--- src/rtl/mem_arb_pkg.sv ---
// Shared types and sizing helpers for the round-robin memory arbiter.
package mem_arb_pkg;

  localparam int unsigned BYTE_W = 8;

  typedef enum logic [1:0] {
    IDLE,
    ISSUE,
    DRAIN
  } arb_state_t;

  function automatic int unsigned maxb(input int unsigned data_w);
    return data_w / BYTE_W;
  endfunction

  function automatic int unsigned ch_w(input int unsigned num_ch);
    return (num_ch < 2) ? 1 : $clog2(num_ch);
  endfunction

endpackage

--- src/rtl/mem_arbiter_rr_picker.sv ---
// Combinational rotate-priority selector: first requester at or after ptr, wrapping.
module rr_picker
  import mem_arb_pkg::*;
#(
  parameter int unsigned NUM_CH = 3,
  parameter int unsigned CH_W   = ch_w(NUM_CH)
) (
  input  logic [NUM_CH-1:0] req,
  input  logic [CH_W-1:0]   ptr,
  output logic [NUM_CH-1:0] gnt,
  output logic [CH_W-1:0]   idx,
  output logic              valid
);

  always_comb begin
    int unsigned j;
    j     = 0;
    gnt   = '0;
    idx   = '0;
    valid = 1'b0;
    for (int unsigned i = 0; i < NUM_CH; i++) begin
      j = 32'(ptr) + i;
      if (j >= NUM_CH) j = j - NUM_CH;
      if (!valid && req[CH_W'(j)]) begin
        valid          = 1'b1;
        gnt[CH_W'(j)]  = 1'b1;
        idx            = CH_W'(j);
      end
    end
  end

endmodule

--- src/rtl/mem_arbiter_rr.sv ---
// N-channel round-robin arbiter onto the byte-serial RAM port.
// Optional macro ARB_B2B_EN: grant the next request on the edge that completes a read.
module mem_arbiter_rr
  import mem_arb_pkg::*;
#(
  parameter int unsigned NUM_CH = 3,
  parameter int unsigned ADDR_W = 32,
  parameter int unsigned DATA_W = 32,
  parameter int unsigned LEN_W  = 2
) (
  input  logic                     clk_in,
  input  logic                     rst_n_in,
  input  logic                     rdy_in,
  input  logic                     flush_in,
  input  logic [NUM_CH-1:0]        req_in,
  input  logic [NUM_CH-1:0]        wr_in,
  input  logic [NUM_CH*ADDR_W-1:0] addr_in,
  input  logic [NUM_CH*LEN_W-1:0]  len_in,
  input  logic [NUM_CH*DATA_W-1:0] wdata_in,
  output logic [NUM_CH-1:0]        gnt_out,
  output logic [NUM_CH-1:0]        done_out,
  output logic [DATA_W-1:0]        rdata_out,
  input  logic [BYTE_W-1:0]        mem_din_in,
  output logic [ADDR_W-1:0]        mem_a_out,
  output logic [BYTE_W-1:0]        mem_dout_out,
  output logic                     mem_wr_out
);

  localparam int unsigned CH_W  = ch_w(NUM_CH);
  localparam int unsigned CNT_W = LEN_W + 1;

  arb_state_t          state, state_nx;
  logic [CH_W-1:0]     rr_ptr, rr_ptr_nx, owner, owner_nx;
  logic                owner_wr, owner_wr_nx;
  logic [LEN_W-1:0]    owner_len, owner_len_nx;
  logic [ADDR_W-1:0]   owner_addr, owner_addr_nx;
  logic [DATA_W-1:0]   owner_wdata, owner_wdata_nx;
  logic [CNT_W-1:0]    issue_cnt, issue_cnt_nx, recv_cnt, recv_cnt_nx;
  logic                rd_v1, rd_v1_nx, rd_v2, rd_v2_nx;
  logic [DATA_W-1:0]   rx_buf, rx_buf_nx, rdata_nx;
  logic [NUM_CH-1:0]   gnt_nx, done_nx;
  logic [ADDR_W-1:0]   mem_a_nx;
  logic [BYTE_W-1:0]   mem_dout_nx;
  logic                mem_wr_nx;

  logic [NUM_CH-1:0]   pick_gnt;
  logic [CH_W-1:0]     pick_idx;
  logic                pick_valid;
  logic                try_grant;
  logic [CNT_W-1:0]    len_ext;
  logic [ADDR_W-1:0]   byte_addr, sel_addr;
  logic [LEN_W-1:0]    sel_len;
  logic [DATA_W-1:0]   sel_wdata;

  rr_picker #(.NUM_CH(NUM_CH), .CH_W(CH_W)) u_pick (
    .req   (req_in),
    .ptr   (rr_ptr),
    .gnt   (pick_gnt),
    .idx   (pick_idx),
    .valid (pick_valid)
  );

  assign len_ext   = {1'b0, owner_len};
  assign byte_addr = owner_addr + ADDR_W'(issue_cnt);
  assign sel_addr  = addr_in[pick_idx*ADDR_W +: ADDR_W];
  assign sel_len   = len_in[pick_idx*LEN_W +: LEN_W];
  assign sel_wdata = wdata_in[pick_idx*DATA_W +: DATA_W];

  always_comb begin
    state_nx       = state;
    rr_ptr_nx      = rr_ptr;
    owner_nx       = owner;
    owner_wr_nx    = owner_wr;
    owner_len_nx   = owner_len;
    owner_addr_nx  = owner_addr;
    owner_wdata_nx = owner_wdata;
    issue_cnt_nx   = issue_cnt;
    recv_cnt_nx    = recv_cnt;
    rx_buf_nx      = rx_buf;
    rd_v1_nx       = 1'b0;
    rd_v2_nx       = rd_v1;
    gnt_nx         = '0;
    done_nx        = '0;
    rdata_nx       = rdata_out;
    mem_a_nx       = '0;
    mem_dout_nx    = '0;
    mem_wr_nx      = 1'b0;
    try_grant      = 1'b0;

    // rd_v2 marks the cycle in which a read byte issued two edges ago sits on mem_din_in
    if (rd_v2) begin
      rx_buf_nx   = rx_buf | (DATA_W'(mem_din_in) << {recv_cnt, 3'b000});
      recv_cnt_nx = recv_cnt + CNT_W'(1);
    end

    case (state)
      IDLE: try_grant = !flush_in;
      ISSUE: begin
        if (owner_wr) begin
          if (issue_cnt == len_ext + CNT_W'(1)) begin
            done_nx[owner] = 1'b1;
            state_nx       = IDLE;
          end else begin
            mem_a_nx     = byte_addr;
            mem_wr_nx    = 1'b1;
            mem_dout_nx  = BYTE_W'(owner_wdata >> {issue_cnt, 3'b000});
            issue_cnt_nx = issue_cnt + CNT_W'(1);
          end
        end else if (flush_in) begin
          state_nx     = IDLE;
          issue_cnt_nx = '0;
          recv_cnt_nx  = '0;
          rd_v2_nx     = 1'b0;
        end else begin
          mem_a_nx     = byte_addr;
          rd_v1_nx     = 1'b1;
          issue_cnt_nx = issue_cnt + CNT_W'(1);
          if (issue_cnt == len_ext) state_nx = DRAIN;
        end
      end
      DRAIN: begin
        if (flush_in) begin
          state_nx     = IDLE;
          issue_cnt_nx = '0;
          recv_cnt_nx  = '0;
          rd_v2_nx     = 1'b0;
        end else if (rd_v2 && recv_cnt == len_ext) begin
          done_nx[owner] = 1'b1;
          rdata_nx       = rx_buf_nx;
          state_nx       = IDLE;
`ifdef ARB_B2B_EN
          try_grant      = 1'b1;
`endif
        end
      end
      default: state_nx = IDLE;
    endcase

    // done/rdata above already use the outgoing owner, so a same-edge grant may reload it
    if (try_grant && pick_valid) begin
      gnt_nx         = pick_gnt;
      owner_nx       = pick_idx;
      owner_wr_nx    = wr_in[pick_idx];
      owner_len_nx   = sel_len;
      owner_addr_nx  = sel_addr;
      owner_wdata_nx = sel_wdata;
      rr_ptr_nx      = (32'(pick_idx) == NUM_CH - 1) ? '0 : pick_idx + CH_W'(1);
      issue_cnt_nx   = CNT_W'(1);
      recv_cnt_nx    = '0;
      rx_buf_nx      = '0;
      mem_a_nx       = sel_addr;
      if (wr_in[pick_idx]) begin
        mem_wr_nx   = 1'b1;
        mem_dout_nx = BYTE_W'(sel_wdata);
        state_nx    = ISSUE;
      end else begin
        rd_v1_nx = 1'b1;
        state_nx = (sel_len == '0) ? DRAIN : ISSUE;
      end
    end
  end

  always_ff @(posedge clk_in or negedge rst_n_in) begin
    if (!rst_n_in) begin
      state        <= IDLE;
      rr_ptr       <= '0;
      owner        <= '0;
      owner_wr     <= 1'b0;
      owner_len    <= '0;
      owner_addr   <= '0;
      owner_wdata  <= '0;
      issue_cnt    <= '0;
      recv_cnt     <= '0;
      rd_v1        <= 1'b0;
      rd_v2        <= 1'b0;
      rx_buf       <= '0;
      gnt_out      <= '0;
      done_out     <= '0;
      rdata_out    <= '0;
      mem_a_out    <= '0;
      mem_dout_out <= '0;
      mem_wr_out   <= 1'b0;
    end else if (rdy_in) begin
      state        <= state_nx;
      rr_ptr       <= rr_ptr_nx;
      owner        <= owner_nx;
      owner_wr     <= owner_wr_nx;
      owner_len    <= owner_len_nx;
      owner_addr   <= owner_addr_nx;
      owner_wdata  <= owner_wdata_nx;
      issue_cnt    <= issue_cnt_nx;
      recv_cnt     <= recv_cnt_nx;
      rd_v1        <= rd_v1_nx;
      rd_v2        <= rd_v2_nx;
      rx_buf       <= rx_buf_nx;
      gnt_out      <= gnt_nx;
      done_out     <= done_nx;
      rdata_out    <= rdata_nx;
      mem_a_out    <= mem_a_nx;
      mem_dout_out <= mem_dout_nx;
      mem_wr_out   <= mem_wr_nx;
    end
  end

endmodule

--- config.mk ---
export PLATFORM = sky130hd
export DESIGN_NAME = mem_arbiter_rr
export DESIGN_NICKNAME = d
export VERILOG_FILES = /design/src/rtl/mem_arb_pkg.sv /design/src/rtl/mem_arbiter_rr_picker.sv /design/src/rtl/mem_arbiter_rr.sv
export SDC_FILE = /design/constraint.sdc
export NUM_CORES = 1
export LEC_CHECK = 0
export BUFFER_PORTS_ARGS = -buffer_cell sky130_fd_sc_hd__buf_2
export CAP_MARGIN = 40
export CELL_PAD_IN_SITES_DETAIL_PLACEMENT = 1
export CELL_PAD_IN_SITES_GLOBAL_PLACEMENT = 1
export CORE_ASPECT_RATIO = 0.5
export CORE_MARGIN = 3
export CORE_UTILIZATION = 35
export CTS_CLUSTER_DIAMETER = 50
export DETAILED_ROUTE_END_ITERATION = 10
export GPL_TIMING_DRIVEN = 0
export HOLD_SLACK_MARGIN = 0.05
export PLACE_DENSITY = 0.82
export SYNTH_ARGS = -nofsm -noshare
export SYNTH_HDL_FRONTEND = slang
export SYNTH_SLANG_ARGS = --single-unit
--- constraint.sdc ---
create_clock -name clk_in -period 2.6 [get_ports clk_in]
set_input_delay 0.26 -clock clk_in [delete_from_list [all_inputs] [get_ports clk_in]]
set_output_delay 0.26 -clock clk_in [all_outputs]
set_load 0.02 [all_outputs]
==> flow_metrics.py, run 1 <==
metrics = {
    "sta": {
        "setup-tns-final_ns": -2.51,
        "setup_ws_ns": -0.119,
        "worst_pin_slew_ns": 1.01,
        "hold_viol": 0,
        "rsz0062_at_grt": "yes",
        "hold_slack_ns": 0.0936,
        "setup_violations": 47,
        "fin_skew_ns": 0.00939,
        "relSlewSlack_pct": 32.7,
        "fmax_mhz": 368,
        "period_minus_slack_ns": 2.72,
        "slew_violations": 0,
        "finalCritPeriodShare_pct": 105,
    },
    "yosys": {
        "yosys_warnings": 0,
        "synth_compound_area_share_pct": 22.5,
        "syn_area_per_cell_um2": 9.15,
        "synth_top_family_by_area": "compound AO/OA/AOI/OAI gates",
        "synthCells": 1130,
        "syn_nets": 1361,
        "synth_edf_count": 0,
        "netlist_area_mm2": 0.0103,
        "synth_xor_xnor_area_share_pct": 3.05,
        "yosys.area_share.simple_pct": 15.6,
        "yosys.area.top_type_share_pct": 46.5,
        "synthTopCellsByArea": "dfrtp_1, nand2_1, nor2_1, a21oi_1, a21o_1",
        "yosys.area.top_type": "dfrtp_1",
        "seq_area_frac_synth_pct": 46.5,
        "synthFlopType": "dfrtp_1",
        "postSynth.asyncResetShare_pct": 100,
        "synth_cell_type_count": 66,
        "synth-seq-cells": 192,
        "synth_fa_ha_area_share_pct": 1.89,
        "synth_mux_area_share_pct": 5.06,
    },
    "drt": {
        "dr.pass1.iters": 5,
        "wl_um": 44700,
        "viasPerCell": 5.70,
        "avgRoutedWirePerCell_um": 23.8,
        "drt_iter0_markers": 1042,
        "vias": 10701,
        "drtAntennaViolNets": 0,
        "drcViolationCount": 0,
    },
    "cells_and_area": {
        "final_common_cell": "buf_2",
        "areaGrowthSynthToFinish_pct": 38.2,
        "drive_gt1_share_pct": 35.6,
        "nets": 1714,
        "post-route-util_pct": 50.3,
        "fillCellCount": 3316,
        "final_cell_mix": "buf_2, nand2_1, dfrtp_1",
        "design_area_mm2": 0.0143,
    },
    "pwr": {
        "p_total_mw": 17.9,
        "ir_drop_mv": 0.642,
        "power.leakage_nw": 6.98,
        "p_per_area_mw_per_mm2": 1250,
    },
    "placed_design": {
        "placed_area_mm2": 0.0123,
        "place_congestion": 0.887,
        "numPortBuffers": 285,
        "dp_hpwl_um": 30600,
    },
    "clocking": {
        "cts_tree": "yes",
        "htree_levels": 4,
        "cts_root_buffer": "clkbuf_16",
        "path_clk_slew_ns": 0.07,
        "clock_sinks": 192,
        "worstSkewPairLatency_ns": 0.45,
        "cts_buffers": 17,
        "clock_path_buffers": 2,
    },
    "grt": {
        "grtUsageTotal_pct": 25.9,
        "grt_first_pass_wirelength_um": 64200,
        "antenna_found_initial": 1,
        "grt_pass1_vias": 11168,
        "grt_max_degree": 112,
        "grt-ovfl-total": 0,
    },
    "critical_path": {
        "worstSetupPathType": "reg2reg",
        "worstPathRequired_ns": 2.90,
        "r2r_cells": 10,
        "end_kind": "flop",
        "cp.arrival_ns": 3.02,
        "r2r-start": "rr_ptr[1]",
        "startpoint_type": "flop",
        "regToRegEndpoint": "mem_dout_out[7]",
        "r2r_setup_slack_ns": -0.12,
        "path_max_fanout": 9,
    },
    "floorplanning": {
        "die_x_um": 249,
        "rows": 43,
        "initial_utilization_pct": 36.4,
        "die_h_um": 128,
        "fp.coreArea_mm2": 0.0284,
        "ios": 295,
        "die_area_mm2": 0.0318,
    },
    "run_status": {
        "outcome": "finished, violations left",
        "violations": "setup timing",
    },
    "min_path": {
        "min_from": "len_in[5]",
        "hold_class": "in2reg",
        "hold_end": "owner_len[1]",
        "hold_depth": 3,
    },
    "run": {
        "cap_violations": 0,
    },
}
## metal layers
layer,track usage (%),wire length [um]
met1,32.5,18600
met2,45.7,22400
met3,4.48,2340
met4,8.51,1410
met5,0,0
## worst max path at each step
stage            startpoint  depth (start not counted)  slack, ns              end
2_1_floorplan  issue_cnt[1]                          9       0.05    mem_a_out[24]
3_3_place_gp       rst_n_in                          1      -1.81    mem_a_out[16]
3_5_place_dp      rr_ptr[1]                         10      -0.86    mem_a_out[28]
4_1_cts           rr_ptr[1]                         11      -0.09    mem_a_out[19]
5_1_grt           rr_ptr[1]                         10      -0.19  mem_dout_out[7]
6_report          rr_ptr[1]                         10      -0.12  mem_dout_out[7]
## sequential cells by signal (all words and copies together) (netlist names), 3 cells and up
name / count
mem_a_out: 32
owner_addr: 32
owner_wdata: 32
rdata_out: 32
rx_buf: 32
mem_dout_out: 8
done_out: 3
gnt_out: 3
issue_cnt: 3
recv_cnt: 3
## power breakdown
group          switching, mW  internal, mW  total, mW
logic                   5.79          3.99       9.79
registers              0.961          4.12       5.08
clock network           1.25          1.77       3.02
total                   8.00          9.88       17.9
## through the flow
step	worst slack (ns)	cells
after floorplan	0.0501	1130
after global placement	-1.81	1797
after detailed placement	-0.862	1802
after CTS	-0.0938	1851
after global routing	-0.191	1879
final	-0.119	1879
## timing repair
| action | in CTS | in global routing |
|---|---|---|
| endpoints found under the setup margin | 154 | 157 |
| hold buffers | 1 | 0 |
| cloned | 2 | 3 |
| buffers inserted | 17 | 26 |
| gates resized for setup | 121 | 123 |
| endpoints found under the hold margin | 81 | 0 |
| pin swaps | 17 | 21 |
## layout make-up
| type | count | area, um^2 | share of cell area, % |
|---|---|---|---|
| Tap cell | 382 | 478 | 3.34 |
| Buffer | 76 | 577 | 4.04 |
| Clock buffer | 20 | 457 | 3.20 |
| Antenna cell | 1 | 2.50 | 0.0175 |
| Clock inverter | 12 | 205 | 1.44 |
| Multi-Input combinational cell | 808 | 5620 | 39.3 |
| Timing Repair Buffer | 338 | 1950 | 13.7 |
| Inverter | 50 | 190 | 1.33 |
| Sequential cell | 192 | 4810 | 33.6 |
## logic make-up after synthesis
family / after synthesis
flip-flops: 192
AND/OR/NAND/NOR: 378
multiplexers: 40
adder cells (fa/ha/maj): 15
XOR/XNOR: 36
buffers and inverters: 131
AO/OA/AOI/OAI: 338
## worst max-delay path, cell delays in order (launching register included)
cell and delay, ns:
dfrtp_1 0.40, inv_2 0.12, ha_4 0.22, mux2i_4 0.32, o21ai_4 0.12, buf_4 0.18
o311ai_0 0.48, o211a_1 0.28, or2_0 0.15, buf_4 0.17, o221ai_1 0.14
## synthesized netlist by cell type, types with 7 or more instances
library cell  number
nor4_1             7
inv_1             50
clkbuf_1          38
a211o_1           17
a311oi_1          27
dfrtp_1          192
nor3_1            11
ha_1              14
mux2i_1           26
buf_2             22
xnor2_1           23
xor2_1            13
nand3_1           15
nand2_1          190
a221o_1           11
o221ai_1          27
a21oi_1           78
buf_1             13
mux4_2             8
a211oi_1          13
nor2_1           113
o21ai_0           69
and3_1            12
a21o_1            47
No activity file was read; power rests on OpenSTA's default activity.
==> inputs of run 2 (changes only) <==
==> constraint.sdc (replaced) <==
create_clock -name clk_in -period 2.4 [get_ports clk_in]
set_input_delay 0.24 -clock clk_in [delete_from_list [all_inputs] [get_ports clk_in]]
set_output_delay 0.24 -clock clk_in [all_outputs]
set_load 0.02 [all_outputs]
==> flow_metrics.py, run 2 (synthesized netlist as in run 1, its figures left out) <==
metrics = {
    "floorplanning": {
        "initial_utilization_pct": 36.4,
        "die_area_mm2": 0.0318,
        "ios": 295,
        "rows": 43,
        "die_x_um": 249,
        "fp.coreArea_mm2": 0.0284,
        "die_h_um": 128,
    },
    "placed_design": {
        "place_congestion": 0.919,
        "dp_hpwl_um": 30600,
        "numPortBuffers": 285,
        "dp_slack_ns": -0.952,
    },
    "grt": {
        "grt_pass1_vias": 12717,
        "grt_first_pass_wirelength_um": 77500,
        "grt-ovfl-total": 0,
        "grt_max_degree": 125,
        "antenna_found_initial": 7,
        "grtUsageTotal_pct": 31.9,
    },
    "run_status": {
        "violations": "setup timing",
        "outcome": "finished, violations left",
    },
    "drt": {
        "drcViolationCount": 0,
        "drt_iter0_markers": 1871,
        "avgRoutedWirePerCell_um": 34.0,
        "dr.pass1.iters": 8,
        "viasPerCell": 6.69,
        "vias": 13101,
        "drtAntennaViolNets": 0,
        "wl_um": 66700,
    },
    "critical_path": {
        "cp_slowest_stage_delay_ns": 0.49,
        "end_kind": "flop",
        "worstSetupPathType": "reg2reg",
        "startpoint_type": "flop",
        "path_max_fanout": 5,
        "crit_path_cell_trace": "inv_4 -> ha_4 -> mux2i_4 -> buf_4 -> buf_4 -> nor2_1 -> a221oi_4 -> nor2_4 -> or2_4 -> buf_8 -> o221ai_2",
        "critPathSlowestCell": "dfrtp_2",
        "crit_path_frequent_cell": "buf_4",
        "r2r_setup_slack_ns": -0.76,
        "worstPathRequired_ns": 2.72,
        "cp.arrival_ns": 3.48,
    },
    "pwr": {
        "power.leakage_nw": 7.80,
        "p_total_mw": 25.0,
        "ir_drop_mv": 0.766,
        "p_per_area_mw_per_mm2": 1510,
    },
    "clocking": {
        "cts_tree": "yes",
        "worstSkewPairLatency_ns": 0.49,
        "cts_buffers": 17,
        "cts_root_buffer": "clkbuf_16",
        "path_clk_slew_ns": 0.09,
        "clock_path_buffers": 2,
        "clock_sinks": 192,
        "htree_levels": 4,
    },
    "cells_and_area": {
        "final_cell_mix": "buf_2, dfrtp_1, nand2_1",
        "multi_input_area_mm2": 0.00659,
        "drive_gt1_share_pct": 48.7,
        "final_common_cell": "buf_2",
        "register_area_mm2": 0.00481,
        "fillCellCount": 3059,
        "nets": 1789,
        "areaGrowthSynthToFinish_pct": 60.7,
    },
    "sta": {
        "setup_ws_ns": -0.757,
        "slew_violations": 0,
        "fmax_mhz": 317,
        "fin_skew_ns": 0.0263,
        "setup_violations": 159,
        "worst_pin_slew_ns": 1.06,
        "setup-tns-final_ns": -64.98,
        "hold_viol": 0,
        "finalCritPeriodShare_pct": 132,
        "relSlewSlack_pct": 29.1,
        "rsz0062_at_grt": "yes",
        "period_minus_slack_ns": 3.16,
    },
    "run": {
        "cap_violations": 0,
    },
    "min_path": {
        "hold_class": "in2reg",
    },
}
-- run 2: changes by cell type in the layout (fill, tap and decap cells not counted), sizes merged --
| cell | change |
|---|---|
| inv | -1 |
| diode | +4 |
| bufinv | -2 |
| clkinv | +4 |
| bufbuf | +1 |
| clkbuf | +4 |
| buf | +68 |
| dlygate4sd3 | +1 |
-- run 2: layout make-up --
class	instances	share of cell area, %
antenna	5	0.0753
buffer	75	5.26
clock buffer	19	2.73
clock inverter	13	0.964
inverter	50	1.14
multi-input combinational	808	39.6
sequential	192	28.9
tap	382	2.88
timing repair buffer	414	18.4
-- run 2: per-stage QoR --
step,instance area (um^2),std cells,util [%],hold slack (ns)
after global routing,16600,1956,58.5,0.120
after CTS,15300,1906,53.8,0.0516
after global placement,12300,1797,43.2,0.452
final,16600,1958,58.5,0.103
after floorplan,10400,1130,-,-0.0556
after detailed placement,12300,1801,43.4,0.240
-- run 2: power by group --
group	internal, mW	switching (mW)	total [mW]
Sequential	4.45	1.50	5.95
Clock	1.70	1.57	3.27
Combinational	6.65	9.15	15.8
Total	12.8	12.2	25.0
-- run 2: path summary, 6_finish.rpt --
path | cells after the start | to | startpoint
worst max-delay path | 11 | mem_dout_out[7] | rr_ptr[1]
worst min-delay path | 3 | owner_len[1] | len_in[5]
worst max register to register | 11 | mem_dout_out[7] | rr_ptr[1]
worst min register to register | 2 | rdata_out[30] | rdata_out[30]
max in group asynchronous | 3 | mem_a_out[7] | rst_n_in
min in group asynchronous | 2 | gnt_out[2] | rst_n_in
-- run 2: repair_timing --
item | 4_1_cts | 5_1_grt
setup buffers | 55 | 45
pin swaps | 77 | 83
cloned | 17 | 9
hold endpoints to repair | 69 | 0
endpoints found under the setup margin | 155 | 190
hold buffers | 2 | 0
gates resized for setup | 329 | 252
-- run 2: worst max-delay path: cells and delay by family (launching register included) --
family / cells / cell delay, ns
AO/OA/AOI/OAI: 2 / 0.90
buffers and inverters: 4 / 0.54
adder cells (fa/ha/maj): 1 / 0.20
flip-flops: 1 / 0.49
AND/OR/NAND/NOR: 3 / 0.48
multiplexers: 1 / 0.35
-- run 2: routing by layer --
layer	up-vias	global-route usage, %	wire [um]
li1	4882	-	-
met1	6387	38.0	22700
met2	1303	54.0	29700
met3	523	6.04	7930
met4	6	19.7	6240
met5	-	0	35
==> inputs of run 3 (changes only) <==
--- a/config.mk
+++ b/config.mk
@@ -5,18 +5,19 @@
 export SDC_FILE = /design/constraint.sdc
 export NUM_CORES = 1
 export LEC_CHECK = 0
+export ABC_AREA = 1
 export BUFFER_PORTS_ARGS = -buffer_cell sky130_fd_sc_hd__buf_2
 export CAP_MARGIN = 40
 export CELL_PAD_IN_SITES_DETAIL_PLACEMENT = 1
 export CELL_PAD_IN_SITES_GLOBAL_PLACEMENT = 1
 export CORE_ASPECT_RATIO = 0.5
 export CORE_MARGIN = 3
-export CORE_UTILIZATION = 35
+export CORE_UTILIZATION = 34
 export CTS_CLUSTER_DIAMETER = 50
 export DETAILED_ROUTE_END_ITERATION = 10
 export GPL_TIMING_DRIVEN = 0
 export HOLD_SLACK_MARGIN = 0.05
-export PLACE_DENSITY = 0.82
+export PLACE_DENSITY = 0.83
 export SYNTH_ARGS = -nofsm -noshare
 export SYNTH_HDL_FRONTEND = slang
 export SYNTH_SLANG_ARGS = --single-unit
==> flow_metrics.py, run 3 <==
metrics = {
    "sta": {
        "finalCritPeriodShare_pct": 106,
        "slew_violations": 0,
        "setup_ws_ns": -0.154,
        "hold_viol": 0,
        "fmax_mhz": 392,
        "relSlewSlack_pct": 48.4,
        "worst_pin_slew_ns": 0.774,
        "fin_skew_ns": 0.0233,
        "period_minus_slack_ns": 2.55,
        "rsz0062_at_grt": "yes",
        "setup_violations": 105,
    },
    "floorplanning": {
        "rows": 46,
        "die_x_um": 261,
        "initial_utilization_pct": 34.7,
        "ios": 295,
        "fp.coreArea_mm2": 0.0319,
        "die_area_mm2": 0.0349,
        "die_h_um": 134,
    },
    "critical_path": {
        "startpoint_type": "flop",
        "critPathLaunch": "rr_ptr[1]",
        "endpoint": "mem_dout_out[5]",
        "end_kind": "flop",
        "r2r_cells": 15,
        "cp.arrival_ns": 2.88,
        "regToRegEndpoint": "mem_dout_out[5]",
        "path_max_fanout": 7,
        "r2r-start": "rr_ptr[1]",
        "worstPathRequired_ns": 2.73,
        "r2r_setup_slack_ns": -0.15,
        "worstSetupPathType": "reg2reg",
    },
    "placed_design": {
        "numPortBuffers": 294,
        "dp_hpwl_um": 34500,
        "dp_slack_ns": -0.695,
        "place_congestion": 0.897,
    },
    "clocking": {
        "htree_levels": 4,
        "cts_root_buffer": "clkbuf_16",
        "cts_tree": "yes",
        "cts_buffers": 17,
        "clock_path_buffers": 2,
        "worstSkewPairLatency_ns": 0.47,
        "clock_sinks": 192,
        "path_clk_slew_ns": 0.08,
    },
    "drt": {
        "wl_um": 51600,
        "drt_iter0_markers": 1149,
        "vias": 12746,
        "drtAntennaViolNets": 0,
        "drcViolationCount": 0,
        "viasPerCell": 5.48,
        "avgRoutedWirePerCell_um": 22.2,
        "dr.pass1.iters": 5,
    },
    "grt": {
        "grt_max_degree": 121,
        "grt_first_pass_wirelength_um": 69600,
        "grt_pass1_vias": 12352,
        "grt-ovfl-total": 0,
        "grtUsageTotal_pct": 25.9,
        "antenna_found_initial": 4,
    },
    "run_status": {
        "outcome": "finished, violations left",
        "violations": "setup timing",
    },
    "cells_and_area": {
        "final_cell_mix": "nand2_1, buf_2, dfrtp_1",
        "areaGrowthSynthToFinish_pct": 39.4,
        "drive_gt1_share_pct": 31.7,
        "final_common_cell": "nand2_1",
        "nets": 2109,
    },
    "yosys": {
        "synthCells": 1514,
        "yosysMostFrequentCell": "nand2_1",
        "seq_area_frac_synth_pct": 43.4,
        "netlist_area_mm2": 0.0111,
        "yosys.area.top_type_share_pct": 43.4,
        "ys_top_cells_by_count": "nand2_1, dfrtp_1, inv_1, nand3_1, nor2_1",
        "yosys_warnings": 0,
        "synth_cell_type_count": 47,
        "synthFlopType": "dfrtp_1",
        "synthTopCellsByArea": "dfrtp_1, nand2_1, nand3_1, inv_1, o21ai_0",
        "syn_area_per_cell_um2": 7.31,
        "yosys.area.top_type": "dfrtp_1",
        "syn_nets": 1745,
        "postSynth.asyncResetShare_pct": 100,
        "synth_edf_count": 0,
        "synth-seq-cells": 192,
    },
    "pwr": {
        "p_per_area_mw_per_mm2": 1550,
        "power.leakage_nw": 8.01,
        "p_total_mw": 24.0,
        "ir_drop_mv": 0.643,
    },
    "min_path": {
        "hold_class": "in2reg",
    },
    "run": {
        "cap_violations": 0,
    },
}
==> run 3: area by class of cell <==
type                    instances  area [um^2]
fillers                      3962        16500
multi-input cells            1076         5990
flip-flops and latches        192         4810
repair buffers                341         2040
inverters                     176          694
plain buffers                  73          691
well taps                     432          541
clock buffers                  18          439
clock inverters                14          204
diodes                          5         12.5
repair inverters                1         6.26
==> run 3: what timing repair did <==
action	CTS	global route
gates resized for setup	84	271
setup endpoints to repair	153	185
pin swaps	15	41
cloned	2	9
hold buffers	1	0
buffers inserted	16	21
endpoints found under the hold margin	119	0
==> run 3: how the worst min path moves through the flow <==
stage	startpoint	end	slack, ns	cells after the start
global route	wdata_in[90]	owner_wdata[26]	0.08	3
detailed placement	rst_n_in	rdata_out[6]	0.35	2
floorplan	rst_n_in	done_out[0]	-0.06	0
finish	wdata_in[30]	owner_wdata[30]	0.07	3
CTS	wdata_in[30]	owner_wdata[30]	0.06	3
global placement	owner_wdata[0]	owner_wdata[0]	0.46	2
==> run 3: report_power, final <==
group | internal (mW) | total, mW | switching, mW
combinational | 5.24 | 15.3 | 10.1
sequential | 4.51 | 5.45 | 0.940
clock | 1.79 | 3.22 | 1.43
==> run 3: layer usage <==
layer | track usage [%] | part of all wire, %
met1 | 33.2 | 40
met2 | 44.1 | 49
met3 | 4.25 | 6.4
met4 | 9.31 | 4.9
met5 | 0 | 0
==> run 3: cell families after synthesis <==
family	synth area share, %
adders and majority gates	1.76
and+or+nand+nor	29.1
xor gates and xnor gates	1.27
AOI/OAI and AO/OA	15.2
buffers and inverters	9.21
DFF	43.4
==> run 3: stage by stage <==
step           area (um^2)  setup TNS [ns]  util (%)  hold slack, ns  cells
2_1_floorplan        11100               0         -         -0.0556   1514
3_3_place_gp         13100         -468.71      41.0           0.460   2240
3_5_place_dp         13100          -48.57      41.2           0.350   2242
4_1_cts              14200          -0.979      44.6          0.0628   2293
5_1_grt              15400          -21.34      48.4          0.0833   2328
6_report             15400           -4.79      48.4          0.0740   2328
==> run 3: critical path: stages, from the launching register on <==
cell	delay (ns)
dfrtp_1	0.44
inv_2	0.12
ha_4	0.20
inv_4	0.06
nand2_4	0.07
nand3_4	0.13
nand2_8	0.12
nand4_1	0.23
nand2_2	0.25
nor2_4	0.06
buf_12	0.16
nand2_8	0.12
clkbuf_16	0.19
nand2_2	0.08
nand3_2	0.08
nand3_1	0.11
